`src/rtl/mips_boot_loader.sv`:
```
// rtl/mips_boot_loader.sv - byte-stream program loader for pipe_MIPS32 instruction memory
// Frame: A5, LEN_HI, LEN_LO, 4*N data bytes (MSB first), XOR checksum of everything after A5.
module mips_boot_loader #(
    parameter int ADDR_W    = 10,
    parameter int BASE_ADDR = 0,
    parameter int MAX_WORDS = 1024
) (
    input  logic              clk1,
    input  logic              rst,
    input  logic              in_valid,
    input  logic [7:0]        in_data,
    output logic              in_ready,
    input  logic              cpu_halted,
    output logic              mem_we,
    output logic [ADDR_W-1:0] mem_addr,
    output logic [31:0]       mem_wdata,
    output logic              cpu_hold,
    output logic              cpu_start,
    output logic [ADDR_W-1:0] start_pc,
    output logic              load_done,
    output logic              load_err
);

    typedef enum logic [2:0] {
        S_IDLE,
        S_LEN_HI,
        S_LEN_LO,
        S_DATA,
        S_CHK,
        S_DONE,
        S_ERR
    } state_t;

    localparam logic [7:0]  SYNC      = 8'hA5;
    localparam logic [32:0] ADDR_SPAN = 33'd1 << ADDR_W;

    state_t      r_state;
    logic [7:0]  r_len_hi;
    logic [7:0]  r_chk;
    logic [15:0] r_len;
    logic [15:0] r_word_cnt;
    logic [1:0]  r_byte_idx;
    logic [23:0] r_shift;

    logic        w_accept;
    logic [15:0] w_len;
    logic        w_len_bad;
    logic [31:0] w_word;

    assign w_accept  = in_valid & in_ready;
    assign w_len     = {r_len_hi, in_data};
    assign w_word    = {r_shift, in_data};
    assign w_len_bad = (w_len == 16'd0)
                     || (32'(w_len) > 32'(MAX_WORDS))
                     || (33'(BASE_ADDR) + 33'(w_len) > ADDR_SPAN);

    // After a good load, new bytes are only taken once the processor has halted again.
    assign in_ready = (r_state == S_DONE) ? cpu_halted : 1'b1;
    assign start_pc = ADDR_W'(BASE_ADDR);

    always_ff @(posedge clk1 or posedge rst) begin
        if (rst) begin
            r_state    <= S_IDLE;
            r_len_hi   <= 8'd0;
            r_chk      <= 8'd0;
            r_len      <= 16'd0;
            r_word_cnt <= 16'd0;
            r_byte_idx <= 2'd0;
            r_shift    <= 24'd0;
            mem_we     <= 1'b0;
            mem_addr   <= '0;
            mem_wdata  <= 32'd0;
            cpu_hold   <= 1'b1;
            cpu_start  <= 1'b0;
            load_done  <= 1'b0;
            load_err   <= 1'b0;
        end else begin
            mem_we    <= 1'b0;
            cpu_start <= 1'b0;
            if (w_accept) begin
                case (r_state)
                    S_IDLE, S_ERR, S_DONE: begin
                        if (in_data == SYNC) begin
                            r_state   <= S_LEN_HI;
                            cpu_hold  <= 1'b1;
                            load_done <= 1'b0;
                            load_err  <= 1'b0;
                            r_chk     <= 8'd0;
                        end
                    end
                    S_LEN_HI: begin
                        r_len_hi <= in_data;
                        r_chk    <= r_chk ^ in_data;
                        r_state  <= S_LEN_LO;
                    end
                    S_LEN_LO: begin
                        r_len      <= w_len;
                        r_chk      <= r_chk ^ in_data;
                        r_word_cnt <= 16'd0;
                        r_byte_idx <= 2'd0;
                        if (w_len_bad) begin
                            r_state  <= S_ERR;
                            load_err <= 1'b1;
                        end else begin
                            r_state <= S_DATA;
                        end
                    end
                    S_DATA: begin
                        r_chk      <= r_chk ^ in_data;
                        r_shift    <= {r_shift[15:0], in_data};
                        r_byte_idx <= r_byte_idx + 2'd1;
                        if (r_byte_idx == 2'd3) begin
                            mem_we     <= 1'b1;
                            mem_wdata  <= w_word;
                            mem_addr   <= ADDR_W'(BASE_ADDR) + ADDR_W'(r_word_cnt);
                            r_word_cnt <= r_word_cnt + 16'd1;
                            if (r_word_cnt + 16'd1 == r_len) begin
                                r_state <= S_CHK;
                            end
                        end
                    end
                    S_CHK: begin
                        if (in_data == r_chk) begin
                            r_state   <= S_DONE;
                            cpu_start <= 1'b1;
                            cpu_hold  <= 1'b0;
                            load_done <= 1'b1;
                        end else begin
                            r_state  <= S_ERR;
                            load_err <= 1'b1;
                        end
                    end
                    default: r_state <= S_IDLE;
                endcase
            end
        end
    end

endmodule

```
`config.mk`:
```
export PLATFORM = sky130hd
export DESIGN_NAME = mips_boot_loader
export DESIGN_NICKNAME = d
export VERILOG_FILES = /design/src/rtl/mips_boot_loader.sv
export SDC_FILE = /design/constraint.sdc
export NUM_CORES = 1
export LEC_CHECK = 0
export CORE_ASPECT_RATIO = 0.5
export CORE_MARGIN = 2
export CORE_UTILIZATION = 60
export CTS_CLUSTER_DIAMETER = 100
export DETAILED_ROUTE_END_ITERATION = 16
export PLACE_DENSITY = 0.93
export SETUP_SLACK_MARGIN = 0.15
export SLEW_MARGIN = 20
export SYNTH_ARGS = -nofsm -noshare
export SYNTH_HDL_FRONTEND = slang
export SYNTH_SLANG_ARGS = --single-unit
```
`constraint.sdc`:
```
create_clock -name clk1 -period 6.9 [get_ports clk1]
set_input_delay 2.07 -clock clk1 [delete_from_list [all_inputs] [get_ports clk1]]
set_output_delay 2.07 -clock clk1 [all_outputs]
set_load 0.02 [all_outputs]
```
After elaboration in Yosys (flattened, before gate mapping)
Index checks and enable logic that the tools add are counted.

Multiplexer cells: 27. Bitwise logic cells: 2. Order comparisons: 2. $add $sub $neg: 2. Reduce and logical (&&, ||, !) cells: 20. Eq/ne operators: 16.

Operator list (count): > comparator 16 x 11 -> 1 bit, second input constant (2); case mux 16 bit (2 select lines) (1); adder 16 x 1 -> 16 bit, second input constant (1); equality test 16 bit (1); zero test 16 bit (1); 2-to-1 mux 16 bit (1); case mux 8 bit (2 select lines) (1); case mux 3 bit (5 select lines) (1); 2-to-1 mux 1 bit (13); 2-to-1 mux 3 bit (4); inequality test 2 bit, second input constant (6); equality test 3 bit, second input constant (3); AND reduction 3 bit (3); equality test 8 bit (1); equality test 8 bit, second input constant (1); 2-to-1 mux 8 bit (1); AND reduction 2 bit (4); AND reduction 4 bit (2); XOR 8 bit (1); equality test 3 x 2 -> 1 bit, second input constant (2); nonzero test 2 bit (3); OR reduction 3 bit (2); AND reduction 5 bit (1); case mux 1 bit (2 select lines) (2); other kinds (10) (11).

Logic and storage cells: 83. Flip-flop bits (word level): 124. Output and inout port bits: 58.

Longest topological paths before layout
Gate-level depths: netlist of run 1.

Depth after elaboration: 5. Mapped depth: 9.

Worst setup path after synthesis of run 1
OpenSTA, ideal clock, no wires.

Path kind: input-to-output. Start point: in cpu_halted. End point: out in_ready. Data arrival time: 2.367 ns. Slack: 2.463 ns. Data required time: 4.830 ns. Cell stages on the path: 1. Cell sequence: nand3b_1.

Word-level cells in the longest chain between the ends: 1.

RTL lines: start, declared (RTL line 13) `input logic cpu_halted,`; 2-to-1 mux 1 bit (RTL line 58) `assign in_ready = (r_state == S_DONE) ? cpu_halted : 1'b1;`; end, declared (RTL line 12) `output logic in_ready,`.

Every way passes these cells.

Final worst setup path of run 1
Same ends and word-level chain as after synthesis.

==> results of run 1 <==
==> worst max path at each step <==
stage                     startpoint                  end  slack [ns]  depth (start not counted)
after floorplan                  rst  cpu_start$_DFF_PP0_        1.53                          1
after global placement    cpu_halted             in_ready        1.54                          3
after detailed placement  cpu_halted             in_ready        1.51                          3
after CTS                 cpu_halted             in_ready        1.51                          3
after global routing      cpu_halted             in_ready        1.48                          3
final                     cpu_halted             in_ready        1.50                          3
==> metal layers <==
layer	track usage, %	share of wire [%]	up-vias
met5	0	0	-
met4	13.8	2.8	0
met3	6.52	9.1	46
met2	47.2	47	284
met1	41.0	41	2230
li1	-	-	2027
==> stage by stage <==
| step | instances | hold WS (ns) | worst slack (ns) | cell area [um^2] | power [mW] |
|---|---|---|---|---|---|
| after CTS | 770 | 0.466 | 1.51 | 7010 | 2.99 |
| final | 771 | 0.462 | 1.50 | 7030 | 3.00 |
| after global placement | 739 | 0.446 | 1.54 | 6440 | 2.02 |
| after global routing | 771 | 0.491 | 1.48 | 7030 | 3.14 |
| after detailed placement | 739 | 0.453 | 1.51 | 6440 | 2.10 |
| after floorplan | 586 | 0.433 | 1.53 | 5870 | 1.77 |
==> flip-flops by register name, indices dropped and copies added (netlist names), 2 cells and up <==
signal / count
r_shift: 24
r_len_hi: 8
mem_wdata: 32
r_byte_idx: 2
r_state: 3
r_chk: 8
mem_addr: 10
r_word_cnt: 16
r_len: 16
==> synthesized netlist by cell type (2+ instances only) <==
master | count | area [um^2]
xor2_1 | 5 | 43.8
nor4_1 | 4 | 25.0
nand4_1 | 8 | 50.1
o31ai_1 | 5 | 37.5
nor4_4 | 2 | 42.5
nor2_1 | 30 | 113
nand3_4 | 2 | 35.0
or4_4 | 3 | 33.8
o41ai_1 | 2 | 17.5
a22o_1 | 2 | 17.5
ha_1 | 2 | 25.0
o21ai_0 | 41 | 205
buf_2 | 5 | 25.0
buf_4 | 10 | 75.1
and3_1 | 2 | 12.5
mux2_2 | 50 | 563
nand2_1 | 154 | 578
nor3_1 | 7 | 35.0
buf_1 | 2 | 7.51
or2_2 | 2 | 12.5
nand4_2 | 2 | 25.0
a21oi_1 | 8 | 40.0
nand3_1 | 8 | 40.0
xnor2_1 | 26 | 228
nor2b_1 | 3 | 18.8
dfrtp_1 | 123 | 3080
inv_1 | 8 | 30.0
clkbuf_1 | 27 | 101
nand2b_1 | 3 | 18.8
a31oi_1 | 3 | 18.8
==> critical path: stages <==
cell and delay (ns):
clkdlybuf4s50_1 0.45, nand3b_1 0.17, clkdlybuf4s50_1 0.64
==> layout make-up <==
| class | count | area share [%] |
|---|---|---|
| tap | 135 | 2.40 |
| clock buffer | 20 | 6.35 |
| timing repair buffer | 64 | 8.94 |
| clock inverter | 11 | 1.69 |
| inverter | 8 | 0.498 |
| sequential | 124 | 44.2 |
| multi-input combinational | 409 | 36.0 |
==> power groups by stage <==
stage	registers (mW)	clock network, mW	logic (mW)
after floorplan	1.21	0	0.555
after global placement	1.19	0	0.834
after detailed placement	1.21	0	0.888
after CTS	1.21	0.863	0.914
after global routing	1.25	0.898	0.990
final	1.22	0.858	0.920
==> cell usage in the layout (no fill, tap or decap), types with 4 or more instances in the layout <==
cell	Yosys	layout
a21oi_1	8	8
buf_4	10	4
clkbuf_16	0	17
clkdlybuf4s50_1	0	59
clkinv_2	0	5
conb_1	1	10
dfrtp_1	123	123
inv_1	8	7
mux2_2	50	50
nand2_1	154	154
nand3_1	8	7
nand4_1	8	8
nor2_1	30	30
nor3_1	7	6
nor4_1	4	4
o21ai_0	41	41
o31ai_1	5	5
xnor2_1	26	26
xor2_1	5	5
==> kinds of logic after synthesis <==
family	Yosys count
xor+xnor	32
mux	51
fa+ha+maj	3
buf+inv	53
flops	124
compound gates	75
simple gates	238
other cells	1
==> impl_metrics.csv, run 1 <==
group,metric,value,unit
clocking,cts.sinks,124,
sta,hold_violations,0,
synthesis,netlist_area,5840,um^2
clocking,hold_buffers,0,
global_route,gr-usage-all-layers,30.1,%
synthesis,synth_xor_area_share,5.04,%
clocking,h-tree-depth,4,
placed_design,io_buffer_count,59,
synthesis,synth.avg_cell_area,10.1,um^2
detailed_routing,post-route-drc-count,0,
detailed_routing,ant_nets,0,
critical_path,worstPathMaxFanout,3,
global_route,antenna_found_initial,0,
critical_path,worstSetupStartpointType,"primary input",
placed_design,hpwl,8920,um
detailed_routing,routed_wl,14500,um
finish,multi_input_area,2530,um^2
sta,slew_headroom,40.6,%
placed_design,gp_congestion,0.854,
synthesis,synth.distinct_cells,58,
detailed_routing,vias,4587,
synthesis,async_reset_ff_share,100,%
clocking,postCtsSetupBuffers,0,
floorplan,die_height,73.8,um
power,comb_power_share,30.7,%
critical_path,cp-end-kind,"output pin",
sta,setup_tns,0,ns
synthesis,synthAdderAreaFrac,0.600,%
clocking,clock_latency,0.42,ns
synthesis,synthSimpleGateAreaFrac,19.0,%
clocking,clkTransAtPathRegs,0.05,ns
floorplan,die_x,144,um
global_route,grt_max_degree,88,
power,leakage,3.15,nW
synthesis,synthMuxAreaShare,9.82,%
critical_path,regToRegSetupSlack,3.91,ns
critical_path,reg2reg_from,"r_state[0]$_DFFE_PP0P_",
power,ir_worst_vdd,0.000230,V
sta,timing.fmax,185,MHz
finish,num-fill-cells,569,
status,status,"complete, no violations",
floorplan,start_util,61.8,%
sta,finalCritPeriodShare,78.3,%
floorplan,rows,25,
finish,drive_gt1_share,16.8,%
finish,antenna_cells,0,
power,internal_power,1.97,mW
critical_path,reg2reg_to,"r_chk[3]$_DFFE_PP0P_",
sta,rsz0062_at_grt,"no",
hold_path,worstHoldEndpoint,"mem_wdata[31]$_DFFE_PP0P_",
sta,skew,0.00679,ns
detailed_routing,via_per_inst,5.95,
hold_path,hp-class,"flop to flop",
flow_run,drv_cap,0,
detailed_routing,post_drt_wl_per_cell,18.8,um
power,power.switching,1.03,mW
clocking,clockBufferDepth,2,
synthesis,synth_compound_area_share,7.99,%
sta,setup_viol,0,
detailed_routing,first_iter_violations,536,
critical_path,rr_worst_depth,6,
synthesis,yosys_warnings,0,
hold_path,hold_path_depth,2,
detailed_routing,drt_pre_antenna_iters,5,
finish,areaGrowthSynthToFinish,20.4,%
floorplan,core-area,9450,um^2
global_route,grt_pass1_vias,4468,
sta,tightest_slew,0.882,ns
critical_path,required,4.83,ns
power,power_density,427,nW/um^2
finish,fin_nets,638,
clocking,root_buffer,"clkbuf_16",
finish,register_area,3100,um^2
floorplan,io_pins,70,
floorplan,fp.dieArea,10600,um^2
clocking,cts_resized,0,
synthesis,synthFlopType,"dfrtp_1",
global_route,grt_pass1_wl,23800,um
sta,period_needed,5.40,ns
synthesis,synth_edf_count,0,
sta,slew_violations,0,
synthesis,synth_top_family_by_area,"simple AND/OR/NAND/NOR gates",
critical_path,path_class,"primary input to output pin",
power,switching_share,34.3,%
power,clkPwrFrac,28.6,%
synthesis,ys_seq_area_share,53.2,%
hold_path,hold_start,"r_shift[23]$_DFFE_PP0P_",
finish,final_core_util,74.4,%
global_route,grt_overflow,0,
power,pwr-share-seq,40.7,%
synthesis,synthCells,577,
clocking,cts_tree,"yes",
critical_path,cp.arrival,3.33,ns
synthesis,synth_seq_cells,124,
clocking,cts_inserted_buffers,17,
(Power assumes the default switching activity.)
==> run 2: changes to the inputs <==
CORE_UTILIZATION = 50   (was 60)
PLACE_DENSITY = 0.84   (was 0.93)
clock period = 4.6 ns   (was 6.9 ns; I/O delays follow)
==> impl_metrics.csv, run 2 (same netlist as run 1, synthesis figures left out) <==
group,metric,value,unit
critical_path,worstSetupStartpointType,"primary input",
finish,largest_register_ffs,32,
global_route,grt_pass1_vias,4360,
global_route,antenna_found_initial,0,
clocking,hold_buffers,0,
sta,slew_violations,0,
sta,setup_tns,0,ns
clocking,h-tree-depth,4,
floorplan,rows,27,
critical_path,path_class,"primary input to output pin",
sta,tightest_slew,0.835,ns
detailed_routing,ant_nets,0,
flow_run,drv_cap,0,
global_route,grt_max_degree,61,
finish,final_core_util,64.0,%
clocking,clock_latency,0.42,ns
floorplan,io_pins,70,
finish,areaGrowthSynthToFinish,22.6,%
clocking,cts_resized,0,
placed_design,gp_congestion,0.911,
power,power,4.49,mW
floorplan,start_util,52.2,%
global_route,grt_overflow,0,
clocking,cts_inserted_buffers,17,
finish,antenna_cells,0,
global_route,grt_pass1_wl,22400,um
power,power_density,628,nW/um^2
detailed_routing,routed-wl-met2,6260,um
detailed_routing,met3_length,922,um
sta,skew,0.00693,ns
clocking,root_buffer,"clkbuf_16",
critical_path,cp.arrival,2.62,ns
finish,final-instance-count-excl-fill,806,
finish,final_common_cell,"nand2_1",
sta,timing.fmax,250,MHz
placed_design,hpwl,8890,um
detailed_routing,post_drt_wl_per_cell,16.9,um
detailed_routing,wl_met1,6210,um
global_route,gr-usage-all-layers,23.3,%
sta,slew_headroom,43.8,%
placed_design,dp.cells,773,
sta,rsz0062_at_grt,"no",
detailed_routing,post-route-drc-count,0,
sta,setup_viol,0,
finish,largest_register,"mem_wdata",
clocking,cts_tree,"yes",
detailed_routing,routed_wl,13600,um
finish,reg_top3,"mem_wdata x32, r_shift x24",
sta,finalCritPeriodShare,87.0,%
floorplan,core-area,11200,um^2
clocking,clockBufferDepth,2,
detailed_routing,via_per_inst,5.60,
clocking,clkTransAtPathRegs,0.06,ns
clocking,postCtsSetupBuffers,0,
detailed_routing,dr.max_layer_used,"met4",
critical_path,worstPathMaxFanout,3,
hold_path,hp-class,"flop to flop",
status,status,"complete, no violations",
detailed_routing,first_iter_violations,479,
critical_path,required,3.22,ns
floorplan,fp.dieArea,12600,um^2
power,ir_worst_vdd,0.000338,V
detailed_routing,vias,4511,
detailed_routing,drt_pre_antenna_iters,5,
floorplan,die_height,80.4,um
finish,fin_nets,648,
sta,period_needed,4.00,ns
sta,hold_violations,0,
placed_design,io_buffer_count,59,
finish,layout_common_cells,"nand2_1, dfrtp_1, clkdlybuf4s50_1",
clocking,cts.sinks,124,
floorplan,die_x,157,um
finish,drive_gt1_share,18.1,%
power,leakage,3.19,nW
critical_path,cp-end-kind,"output pin",
-- run 2: cell count changes in the layout (fill, tap and decap cells not counted) --
cell        change
nand3_2         -1
nor3_1          +1
clkbuf_1        -1
clkinv_4        +2
buf_4           +9
nor3_2          -1
nand3_1         +1
clkinvlp_4      +5
inv_6           -2
clkinv_2        -3
buf_12          +1
-- run 2: layout make-up --
cell class | count | area (um^2)
tap | 159 | 199
timing repair buffer | 74 | 716
sequential | 124 | 3100
multi-input combinational | 409 | 2520
inverter | 8 | 33.8
fill | 833 | 4030
clock buffer | 19 | 443
clock inverter | 13 | 143
-- run 2: worst paths after layout --
kind                                            from                        end  slack, ns  cells past startpoint
max in group asynchronous                        rst       cpu_hold$_DFFE_PP1P_       2.38                      3
min in group asynchronous                        rst           mem_we$_DFF_PP0_       1.41                      2
min reg2reg                  r_shift[18]$_DFFE_PP0P_  mem_wdata[26]$_DFFE_PP0P_       0.47                      2
max reg2reg                r_word_cnt[4]$_DFFE_PP0P_     r_state[0]$_DFFE_PP0P_       1.78                      6
max                                       cpu_halted                   in_ready       0.60                      3
min                          r_shift[18]$_DFFE_PP0P_  mem_wdata[26]$_DFFE_PP0P_       0.47                      2
-- run 2: per-layer routing --
| metal | GRT usage (%) | up-vias |
|---|---|---|
| li1 | - | 2053 |
| met1 | 32.8 | 2214 |
| met2 | 35.4 | 215 |
| met3 | 5.18 | 29 |
| met4 | 8.81 | 0 |
| met5 | 0 | - |
-- run 2: critical path, stage by stage --
cell	delay, ns
clkdlybuf4s50_1	0.44
nand3b_1	0.16
clkdlybuf4s50_1	0.63
-- run 2: power by group --
part	leakage, nW	internal (mW)	total (mW)	switching, mW
logic	1.33	0.681	1.35	0.666
registers	1.59	1.48	1.83	0.350
clock network	0.272	0.812	1.32	0.507
-- run 2: through the flow --
step	hold slack [ns]	instance area (um^2)	setup WS, ns
final	0.466	7160	0.597
after global routing	0.492	7160	0.562
after CTS	0.464	7150	0.595
after detailed placement	0.452	6560	0.597
after global placement	0.450	6560	0.599
after floorplan	0.433	5880	1.31
